### src/rtl/signed_add_arb_if.sv
// rtl/signed_add_arb_if.sv - request/result bundle between two requesters, the shared add/sub arbiter and the result consumer
//
// Purpose: groups the two requester channels, the result channel and the
// completed-operation counter into one bundle.
// Modports:
//   master - requester/consumer side: drives reqN_valid/op/sgn/a/b and res_ready,
//            observes reqN_ready, res_valid/data/id/ovf and ops_cnt
//   slave  - arbiter side (signed_add_arb), the mirror image of master
// Parameters: W (operand/result width), CNT_W (ops_cnt width)

interface signed_add_arb_if #(
    parameter int W     = 4,
    parameter int CNT_W = 8
);
    logic             req0_valid;
    logic             req0_ready;
    logic             req0_op;
    logic             req0_sgn;
    logic [W-1:0]     req0_a;
    logic [W-1:0]     req0_b;

    logic             req1_valid;
    logic             req1_ready;
    logic             req1_op;
    logic             req1_sgn;
    logic [W-1:0]     req1_a;
    logic [W-1:0]     req1_b;

    logic             res_valid;
    logic             res_ready;
    logic [W-1:0]     res_data;
    logic             res_id;
    logic             res_ovf;
    logic [CNT_W-1:0] ops_cnt;

    modport master (
        output req0_valid, req0_op, req0_sgn, req0_a, req0_b,
        output req1_valid, req1_op, req1_sgn, req1_a, req1_b,
        output res_ready,
        input  req0_ready, req1_ready,
        input  res_valid, res_data, res_id, res_ovf, ops_cnt
    );

    modport slave (
        input  req0_valid, req0_op, req0_sgn, req0_a, req0_b,
        input  req1_valid, req1_op, req1_sgn, req1_a, req1_b,
        input  res_ready,
        output req0_ready, req1_ready,
        output res_valid, res_data, res_id, res_ovf, ops_cnt
    );
endinterface

### src/rtl/signed_add_arb.sv
// rtl/signed_add_arb.sv - round-robin arbiter and sequencer for one shared signed/unsigned add/sub unit
//
// Purpose: accepts operations from two valid/ready requesters, grants the
// shared adder round-robin, computes one result at a time and holds it in a
// result register until the consumer takes it.
// Ports:
//   clk  - rising-edge clock
//   rst  - asynchronous active-high reset
//   bus  - signed_add_arb_if.slave: req0_*/req1_* request channels,
//          res_* result channel, ops_cnt completed-result counter
// Build option: SIGNED_ADD_ARB_SAT_EN - when defined, res_data is clamped to
//   the representable range whenever res_ovf is set; res_ovf is unchanged.

module signed_add_arb #(
    parameter int W     = 4,
    parameter int CNT_W = 8
) (
    input  logic              clk,
    input  logic              rst,
    signed_add_arb_if.slave   bus
);

    typedef enum logic [1:0] {
        IDLE,
        CALC,
        DONE
    } state_t;

    state_t           r_state;
    logic             r_last_grant;

    // Latched operation of the current grant
    logic             r_op;
    logic             r_sgn;
    logic [W-1:0]     r_a;
    logic [W-1:0]     r_b;
    logic             r_id;

    // Result register
    logic             r_res_valid;
    logic [W-1:0]     r_res_data;
    logic             r_res_id;
    logic             r_res_ovf;
    logic [CNT_W-1:0] r_ops_cnt;

    logic             w_can_grant;
    logic             w_gnt0;
    logic             w_gnt1;
    logic             w_any_gnt;
    logic             w_sel_op;
    logic             w_sel_sgn;
    logic [W-1:0]     w_sel_a;
    logic [W-1:0]     w_sel_b;

    logic [W:0]       w_sum;
    logic [W:0]       w_diff;
    logic [W-1:0]     w_raw;
    logic             w_ovf;
    logic [W-1:0]     w_result;

    // ------------------------------------------------------------------
    // Arbitration. A grant is only offered when the result register is
    // free or is being emptied this cycle, so a stalled consumer blocks
    // every new grant. On a tie the requester not served last wins.
    // ------------------------------------------------------------------
    always_comb begin
        w_can_grant = (r_state == IDLE) || ((r_state == DONE) && bus.res_ready);
        w_gnt0      = w_can_grant && bus.req0_valid &&
                      (!bus.req1_valid || r_last_grant);
        w_gnt1      = w_can_grant && bus.req1_valid &&
                      (!bus.req0_valid || !r_last_grant);
        w_any_gnt   = w_gnt0 || w_gnt1;
    end

    always_comb begin
        w_sel_op  = w_gnt1 ? bus.req1_op  : bus.req0_op;
        w_sel_sgn = w_gnt1 ? bus.req1_sgn : bus.req0_sgn;
        w_sel_a   = w_gnt1 ? bus.req1_a   : bus.req0_a;
        w_sel_b   = w_gnt1 ? bus.req1_b   : bus.req0_b;
    end

    // ------------------------------------------------------------------
    // Shared add/sub unit, evaluated on the latched operands at W+1 bits
    // so the carry/borrow is available as bit W.
    // ------------------------------------------------------------------
    always_comb begin
        w_sum  = {1'b0, r_a} + {1'b0, r_b};
        w_diff = {1'b0, r_a} - {1'b0, r_b};
        w_raw  = r_op ? w_diff[W-1:0] : w_sum[W-1:0];

        w_ovf = 1'b0;
        if (r_sgn) begin
            if (!r_op)
                w_ovf = (r_a[W-1] == r_b[W-1]) && (w_sum[W-1] != r_a[W-1]);
            else
                w_ovf = (r_a[W-1] != r_b[W-1]) && (w_diff[W-1] != r_a[W-1]);
        end else begin
            if (!r_op)
                w_ovf = w_sum[W];
            else
                w_ovf = (r_a < r_b);
        end

`ifdef SIGNED_ADD_ARB_SAT_EN
        w_result = w_raw;
        if (w_ovf) begin
            if (r_sgn)
                // Signed overflow always goes toward the sign of a
                w_result = r_a[W-1] ? {1'b1, {(W-1){1'b0}}} : {1'b0, {(W-1){1'b1}}};
            else if (!r_op)
                w_result = {W{1'b1}};
            else
                w_result = {W{1'b0}};
        end
`else
        w_result = w_raw;
`endif
    end

    // ------------------------------------------------------------------
    // Sequencer
    // ------------------------------------------------------------------
    always_ff @(posedge clk or posedge rst) begin
        if (rst) begin
            r_state      <= IDLE;
            r_last_grant <= 1'b1;
            r_op         <= 1'b0;
            r_sgn        <= 1'b0;
            r_a          <= '0;
            r_b          <= '0;
            r_id         <= 1'b0;
            r_res_valid  <= 1'b0;
            r_res_data   <= '0;
            r_res_id     <= 1'b0;
            r_res_ovf    <= 1'b0;
            r_ops_cnt    <= '0;
        end else begin
            case (r_state)
                IDLE: begin
                    if (w_any_gnt) begin
                        r_op         <= w_sel_op;
                        r_sgn        <= w_sel_sgn;
                        r_a          <= w_sel_a;
                        r_b          <= w_sel_b;
                        r_id         <= w_gnt1;
                        r_last_grant <= w_gnt1;
                        r_state      <= CALC;
                    end
                end

                CALC: begin
                    r_res_data  <= w_result;
                    r_res_id    <= r_id;
                    r_res_ovf   <= w_ovf;
                    r_res_valid <= 1'b1;
                    r_state     <= DONE;
                end

                DONE: begin
                    if (bus.res_ready) begin
                        r_ops_cnt   <= r_ops_cnt + CNT_W'(1);
                        r_res_valid <= 1'b0;
                        // Back-to-back: the next grant is taken in the same
                        // cycle the current result is handed off.
                        if (w_any_gnt) begin
                            r_op         <= w_sel_op;
                            r_sgn        <= w_sel_sgn;
                            r_a          <= w_sel_a;
                            r_b          <= w_sel_b;
                            r_id         <= w_gnt1;
                            r_last_grant <= w_gnt1;
                            r_state      <= CALC;
                        end else begin
                            r_state      <= IDLE;
                        end
                    end
                end

                default: r_state <= IDLE;
            endcase
        end
    end

    assign bus.req0_ready = w_gnt0;
    assign bus.req1_ready = w_gnt1;
    assign bus.res_valid  = r_res_valid;
    assign bus.res_data   = r_res_data;
    assign bus.res_id     = r_res_id;
    assign bus.res_ovf    = r_res_ovf;
    assign bus.ops_cnt    = r_ops_cnt;

endmodule

### src/flat_wrapper.sv
// flat-port wrapper written by rule: the top's interface ports become plain ports
module signed_add_arb_flat 
#(
    parameter int W     = 4,
    parameter int CNT_W = 8
)
  (clk, rst, bus_req0_valid, bus_req0_op, bus_req0_sgn, bus_req0_a, bus_req0_b, bus_req1_valid, bus_req1_op, bus_req1_sgn, bus_req1_a, bus_req1_b, bus_res_ready, bus_req0_ready, bus_req1_ready, bus_res_valid, bus_res_data, bus_res_id, bus_res_ovf, bus_ops_cnt);
  signed_add_arb_if #(.W(W), .CNT_W(CNT_W)) bus_i ();
  input  logic clk;
  input  logic rst;
  input wire logic [$bits(bus_i.req0_valid)-1:0] bus_req0_valid;
  input wire logic [$bits(bus_i.req0_op)-1:0] bus_req0_op;
  input wire logic [$bits(bus_i.req0_sgn)-1:0] bus_req0_sgn;
  input wire logic [$bits(bus_i.req0_a)-1:0] bus_req0_a;
  input wire logic [$bits(bus_i.req0_b)-1:0] bus_req0_b;
  input wire logic [$bits(bus_i.req1_valid)-1:0] bus_req1_valid;
  input wire logic [$bits(bus_i.req1_op)-1:0] bus_req1_op;
  input wire logic [$bits(bus_i.req1_sgn)-1:0] bus_req1_sgn;
  input wire logic [$bits(bus_i.req1_a)-1:0] bus_req1_a;
  input wire logic [$bits(bus_i.req1_b)-1:0] bus_req1_b;
  input wire logic [$bits(bus_i.res_ready)-1:0] bus_res_ready;
  output wire logic [$bits(bus_i.req0_ready)-1:0] bus_req0_ready;
  output wire logic [$bits(bus_i.req1_ready)-1:0] bus_req1_ready;
  output wire logic [$bits(bus_i.res_valid)-1:0] bus_res_valid;
  output wire logic [$bits(bus_i.res_data)-1:0] bus_res_data;
  output wire logic [$bits(bus_i.res_id)-1:0] bus_res_id;
  output wire logic [$bits(bus_i.res_ovf)-1:0] bus_res_ovf;
  output wire logic [$bits(bus_i.ops_cnt)-1:0] bus_ops_cnt;
  assign bus_i.req0_valid = bus_req0_valid;
  assign bus_i.req0_op = bus_req0_op;
  assign bus_i.req0_sgn = bus_req0_sgn;
  assign bus_i.req0_a = bus_req0_a;
  assign bus_i.req0_b = bus_req0_b;
  assign bus_i.req1_valid = bus_req1_valid;
  assign bus_i.req1_op = bus_req1_op;
  assign bus_i.req1_sgn = bus_req1_sgn;
  assign bus_i.req1_a = bus_req1_a;
  assign bus_i.req1_b = bus_req1_b;
  assign bus_i.res_ready = bus_res_ready;
  assign bus_req0_ready = bus_i.req0_ready;
  assign bus_req1_ready = bus_i.req1_ready;
  assign bus_res_valid = bus_i.res_valid;
  assign bus_res_data = bus_i.res_data;
  assign bus_res_id = bus_i.res_id;
  assign bus_res_ovf = bus_i.res_ovf;
  assign bus_ops_cnt = bus_i.ops_cnt;
  signed_add_arb #(.W(W), .CNT_W(CNT_W)) u_core (.clk(clk), .rst(rst), .bus(bus_i));
endmodule
### config.mk
export PLATFORM = sky130hd
export DESIGN_NAME = signed_add_arb_flat
export DESIGN_NICKNAME = d
export VERILOG_FILES = /design/src/rtl/signed_add_arb_if.sv /design/src/rtl/signed_add_arb.sv /design/src/flat_wrapper.sv
export SDC_FILE = /design/constraint.sdc
export NUM_CORES = 1
export LEC_CHECK = 0
export ABC_AREA = 1
export CAP_MARGIN = 20
export CORE_MARGIN = 4
export CORE_UTILIZATION = 45
export CTS_CLUSTER_DIAMETER = 60
export DETAILED_ROUTE_END_ITERATION = 12
export GPL_ROUTABILITY_DRIVEN = 1
export PLACE_DENSITY_LB_ADDON = 0.3
export SYNTH_ARGS = -nofsm -noshare
export SYNTH_HDL_FRONTEND = slang
export SYNTH_SLANG_ARGS = --single-unit
### constraint.sdc
create_clock -name clk -period 2.1 [get_ports clk]
set_input_delay 0.525 -clock clk [delete_from_list [all_inputs] [get_ports clk]]
set_output_delay 0.525 -clock clk [all_outputs]
set_load 0.005 [all_outputs]
==> Flow_metrics.wiki, run 1 <==
{| class="wikitable"
! Metric !! Value
|-
| Port-buffer cells || 41
|-
| Number of cells in the design after placement || roughly 270
|-
| Effective utilization at floorplan || between 40% and 50%
|-
| Largest clock skew in the final design || around 8 ps
|-
| Clock transition at path regs || ~60 ps
|-
| Slew Viols, Final || 0
|-
| Count of vias placed by the detailed router || about 1300
|-
| Wire length per cell || ~11 microns
|-
| Insertion delay of the later-clocked pin in the worst-skew pair || roughly 280 ps
|-
| Cell area after placement || around 2200 sq um
|-
| Synth top area share || between 40% and 50%
|-
| Number of setup buffers added after CTS || 0
|-
| Yosys warnings || 0
|-
| Number of vias per cell after detailed routing || approximately 4.7
|-
| Standard-cell rows || 21
|-
| CTS Buf Count || 5
|-
| Net switching component of the power || 1.388 mW
|-
| Start-to-end type of the worst setup path || in -> out
|-
| Total GRT Usage || ~15%
|-
| Sequential cell fraction of total power || slightly below 30%
|-
| CTS root buffer || sky130_fd_sc_hd__clkbuf_8
|-
| Area growth, synth to finish || 37.24%
|-
| GRT Residual Overflow || 0
|-
| Required time of the critical path || about 1600 ps
|-
| Fraction of power consumed by the clock network || 19.2%
|-
| Cell types occupying the most area after synthesis || sky130_fd_sc_hd__dfrtp_1 (42%), sky130_fd_sc_hd__nand2_1 (7.4%), sky130_fd_sc_hd__ha_1 (6.8%)
|-
| Syn avg cell area || approximately 9 sq um
|-
| I/O pin count || 42
|-
| Fill cell count || approximately 280
|-
| Placeable core region || 3442 sq um
|-
| Final Setup Violations || 0
|-
| Sequential-to-total area share from yosys stat || between 40% and 50%
|-
| DRT iter0 DRCs || 53
|-
| Maximum frequency from static timing analysis || around 500 MHz
|-
| GPL Wtd Cong || about 0.80
|-
| Count of H-tree levels built during CTS || 2
|-
| Max transition margin || about three fifths
|-
| Critical Path AT || approximately 1500 ps
|-
| Post-Synthesis Net Count || 220
|-
| Worst-case hold slack || 463.6 ps
|-
| Clock tree from TritonCTS || done
|-
| Final Routed Wirelength || between 3000 and 4000 microns
|-
| Cell area power density || 1570 nW/um^2
|-
| Cell Area, Synth || approximately 1700 sq um
|-
| Critical path peak fanout || 2
|-
| Highest routing layer actually used || met4
|-
| Number of buffers inserted by hold repair at cts || 0
|-
| Internal cell power || between 2 and 2.5 mW
|-
| Global-route wire length before repair || about 5300 microns
|-
| Die height || just under 70 microns
|-
| Total power || roughly 3.6 mW
|-
| Number of iterations in the first detailed-routing pass || 4
|-
| Library cell with the largest summed area after synthesis || sky130_fd_sc_hd__dfrtp_1
|-
| Number of storage elements in the synthesis netlist || 29
|-
| Vias in the first global route || around 1200
|-
| Detail Route met3 WL || about 240 microns
|-
| Yosys cell types || 26
|-
| Type of the tightest min-delay check || reg -> reg
|-
| Setup Total Neg Slack || 0 ps
|-
| Crit. End Element || output pin
|-
| Detailed-route wire length on metal 1 || about 1500 microns
|-
| Layout Cell Area excl Fill || roughly 2300 sq um
|-
| Estimated wirelength of the detail-placed design || ~2500 microns
|-
| Number of antenna violations at the first check in global routing || 0
|-
| Final Cycle Share || 94.72%
|-
| FF/Latch Area || approximately 730 sq um
|-
| Dpl ws || -289.1 ps
|-
| Critical path launch point type || primary input
|-
| Final Hold Fails || 0
|-
| Clk buf depth || 2
|-
| Maximum number of pins on one net before global-route repair || 30
|-
| Switching part of the total power || between 30 and 40%
|-
| DRC viols || 0
|-
| Layout Nets || 270
|-
| Remaining antenna violation count || 0
|-
| Share of final-layout standard cells stronger than drive strength 1 || 17.87%
|-
| Post-layout util || approximately 66%
|-
| Largest vdd supply drop || between 700 and 800 uV
|-
| Fraction of power consumed by combinational cells || 51.4%
|-
| Combined area of the multi-input logic cells || 812.0 sq um
|-
| Setup ws final || 110.9 ps
|-
| Die Outline Area || roughly 4700 sq um
|-
| Met2 layer wire length in the routed design || about 1300 microns
|-
| Final Non-Filler Cells || 281
|-
| Setup repair after global routing missed its margin || no
|-
| Status || completed
|-
| Clock sinks || 29
|-
| Leak pwr || between 1 and 1.5 nW
|-
| Actual slew at the worst max-slew pin || slightly below 600 ps
|-
| Count of mapped cells out of synthesis || ~180
|-
| Die outline width || 68.86 microns
|-
| Min Tclk post-route || roughly 2000 ps
|-
| Max Cap Viol || 0
|-
| Ant diodes || 0
|}
==> worst paths after layout <==
check	start	to	slack, ps	cells past startpoint
worst max-delay path	bus_req1_valid	bus_req0_ready	110	5
worst min-delay path	u_core.r_state[0]	u_core.r_state[1]	460	1
worst max register to register	u_core.r_b[0]	u_core.bus.res_ovf	410	8
worst min register to register	u_core.r_state[0]	u_core.r_state[1]	460	1
max in group asynchronous	rst	u_core.r_last_grant	1180	3
min in group asynchronous	rst	u_core.r_op	610	3
==> area by class of cell <==
| cell class | instances | share of cell area, % |
|---|---|---|
| Clock inverter | 3 | 2.845 |
| Timing Repair Buffer | 47 | 20.13 |
| Multi-Input combinational cell | 126 | 35.50 |
| Clock buffer | 5 | 3.009 |
| Inverter | 25 | 4.212 |
| Tap cell | 46 | 2.516 |
| Sequential cell | 29 | 31.78 |
==> kinds of logic (layout without fill, tap and decap cells) <==
group / after synthesis / in the layout / share of synthesized area, %
buf+inv: 29 / 80 / 7.883
xor+xnor: 8 / 8 / 4.204
flops: 29 / 29 / 43.62
compound gates: 39 / 39 / 16.44
fa+ha+maj: 11 / 11 / 9.159
simple gates: 67 / 67 / 18.02
mux: 1 / 1 / 0.6756
==> state kept, by name, indices dropped and copies added, names as in the netlist, 2 cells and up <==
name                 flops
u_core.bus.ops_cnt       8
u_core.r_b               4
u_core.r_state           2
u_core.r_a               4
u_core.bus.res_data      4
==> layout by cell type (no fill, tap or decap), types with 3 or more instances in the layout <==
master | Yosys | final
sky130_fd_sc_hd__inv_2 | 3 | 3
sky130_fd_sc_hd__xor2_1 | 6 | 6
sky130_fd_sc_hd__ha_1 | 9 | 9
sky130_fd_sc_hd__nand3_1 | 14 | 14
sky130_fd_sc_hd__dfrtp_1 | 28 | 28
sky130_fd_sc_hd__a21oi_2 | 4 | 5
sky130_fd_sc_hd__a21oi_1 | 19 | 18
sky130_fd_sc_hd__nor2_1 | 13 | 13
sky130_fd_sc_hd__o21ai_0 | 7 | 6
sky130_fd_sc_hd__nor2_2 | 3 | 3
sky130_fd_sc_hd__buf_4 | 1 | 5
sky130_fd_sc_hd__inv_1 | 21 | 21
sky130_fd_sc_hd__clkbuf_8 | 0 | 5
sky130_fd_sc_hd__clkdlybuf4s50_1 | 0 | 38
sky130_fd_sc_hd__nand2_1 | 33 | 33
sky130_fd_sc_hd__a22oi_2 | 8 | 8
==> cell usage after synthesis <==
library cell               n
sky130_fd_sc_hd__a21oi_1  19
sky130_fd_sc_hd__inv_1    21
sky130_fd_sc_hd__o21ai_0   7
sky130_fd_sc_hd__nand3_2   1
sky130_fd_sc_hd__xnor2_1   2
sky130_fd_sc_hd__nand2_4   1
sky130_fd_sc_hd__buf_6     2
sky130_fd_sc_hd__dfrtp_1  28
sky130_fd_sc_hd__fa_1      2
sky130_fd_sc_hd__buf_4     1
sky130_fd_sc_hd__o21ai_2   1
sky130_fd_sc_hd__nor2_4    1
sky130_fd_sc_hd__mux2_2    1
sky130_fd_sc_hd__xor2_1    6
sky130_fd_sc_hd__nand3_1  14
sky130_fd_sc_hd__a22oi_2   8
sky130_fd_sc_hd__dfstp_2   1
sky130_fd_sc_hd__buf_2     1
sky130_fd_sc_hd__nand2_1  33
sky130_fd_sc_hd__ha_1      9
sky130_fd_sc_hd__inv_4     1
sky130_fd_sc_hd__a21oi_2   4
sky130_fd_sc_hd__inv_2     3
sky130_fd_sc_hd__nor2_2    3
sky130_fd_sc_hd__nor2_1   13
sky130_fd_sc_hd__or2_2     1
==> power groups by stage <==
stage / sequential (mW) / combinational [mW] / clock (mW)
global route: 1.09 / 2.12 / 0.720
global placement: 1.06 / 1.84 / 0
CTS: 1.06 / 1.87 / 0.701
detailed placement: 1.06 / 1.86 / 0
finish: 1.05 / 1.85 / 0.691
floorplan: 1.04 / 1.28 / 0
==> metal layers <==
layer | GRT usage [%] | up-vias
li1 | - | 696
met1 | 20.31 | 586
met2 | 21.79 | 36
met3 | 5.673 | 7
met4 | 7.056 | 0
met5 | 0 | -
==> worst max-delay path, stage by stage <==
cell and delay [ps]:
sky130_fd_sc_hd__clkdlybuf4s50_1 450, sky130_fd_sc_hd__inv_1 50, sky130_fd_sc_hd__o21ai_1 110, sky130_fd_sc_hd__nor2_1 60, sky130_fd_sc_hd__dlygate4sd2_1 260
==> timing repair <==
action	CTS	global route
resized for setup	4	3
hold endpoints to repair	0	0
pin swaps	0	0
gates cloned	0	0
endpoints found under the setup margin	2	2
Power figures use the tool's default switching activity.
==> inputs of run 2 (changes only) <==
--- a/config.mk
+++ b/config.mk
@@ -13,6 +13,7 @@
 export DETAILED_ROUTE_END_ITERATION = 12
 export GPL_ROUTABILITY_DRIVEN = 1
 export PLACE_DENSITY_LB_ADDON = 0.3
+export SLEW_MARGIN = 5
 export SYNTH_ARGS = -nofsm -noshare
 export SYNTH_HDL_FRONTEND = slang
 export SYNTH_SLANG_ARGS = --single-unit
==> results of run 2 <==
Same layout as run 1: the final DEF is identical, and so are final timing and power.
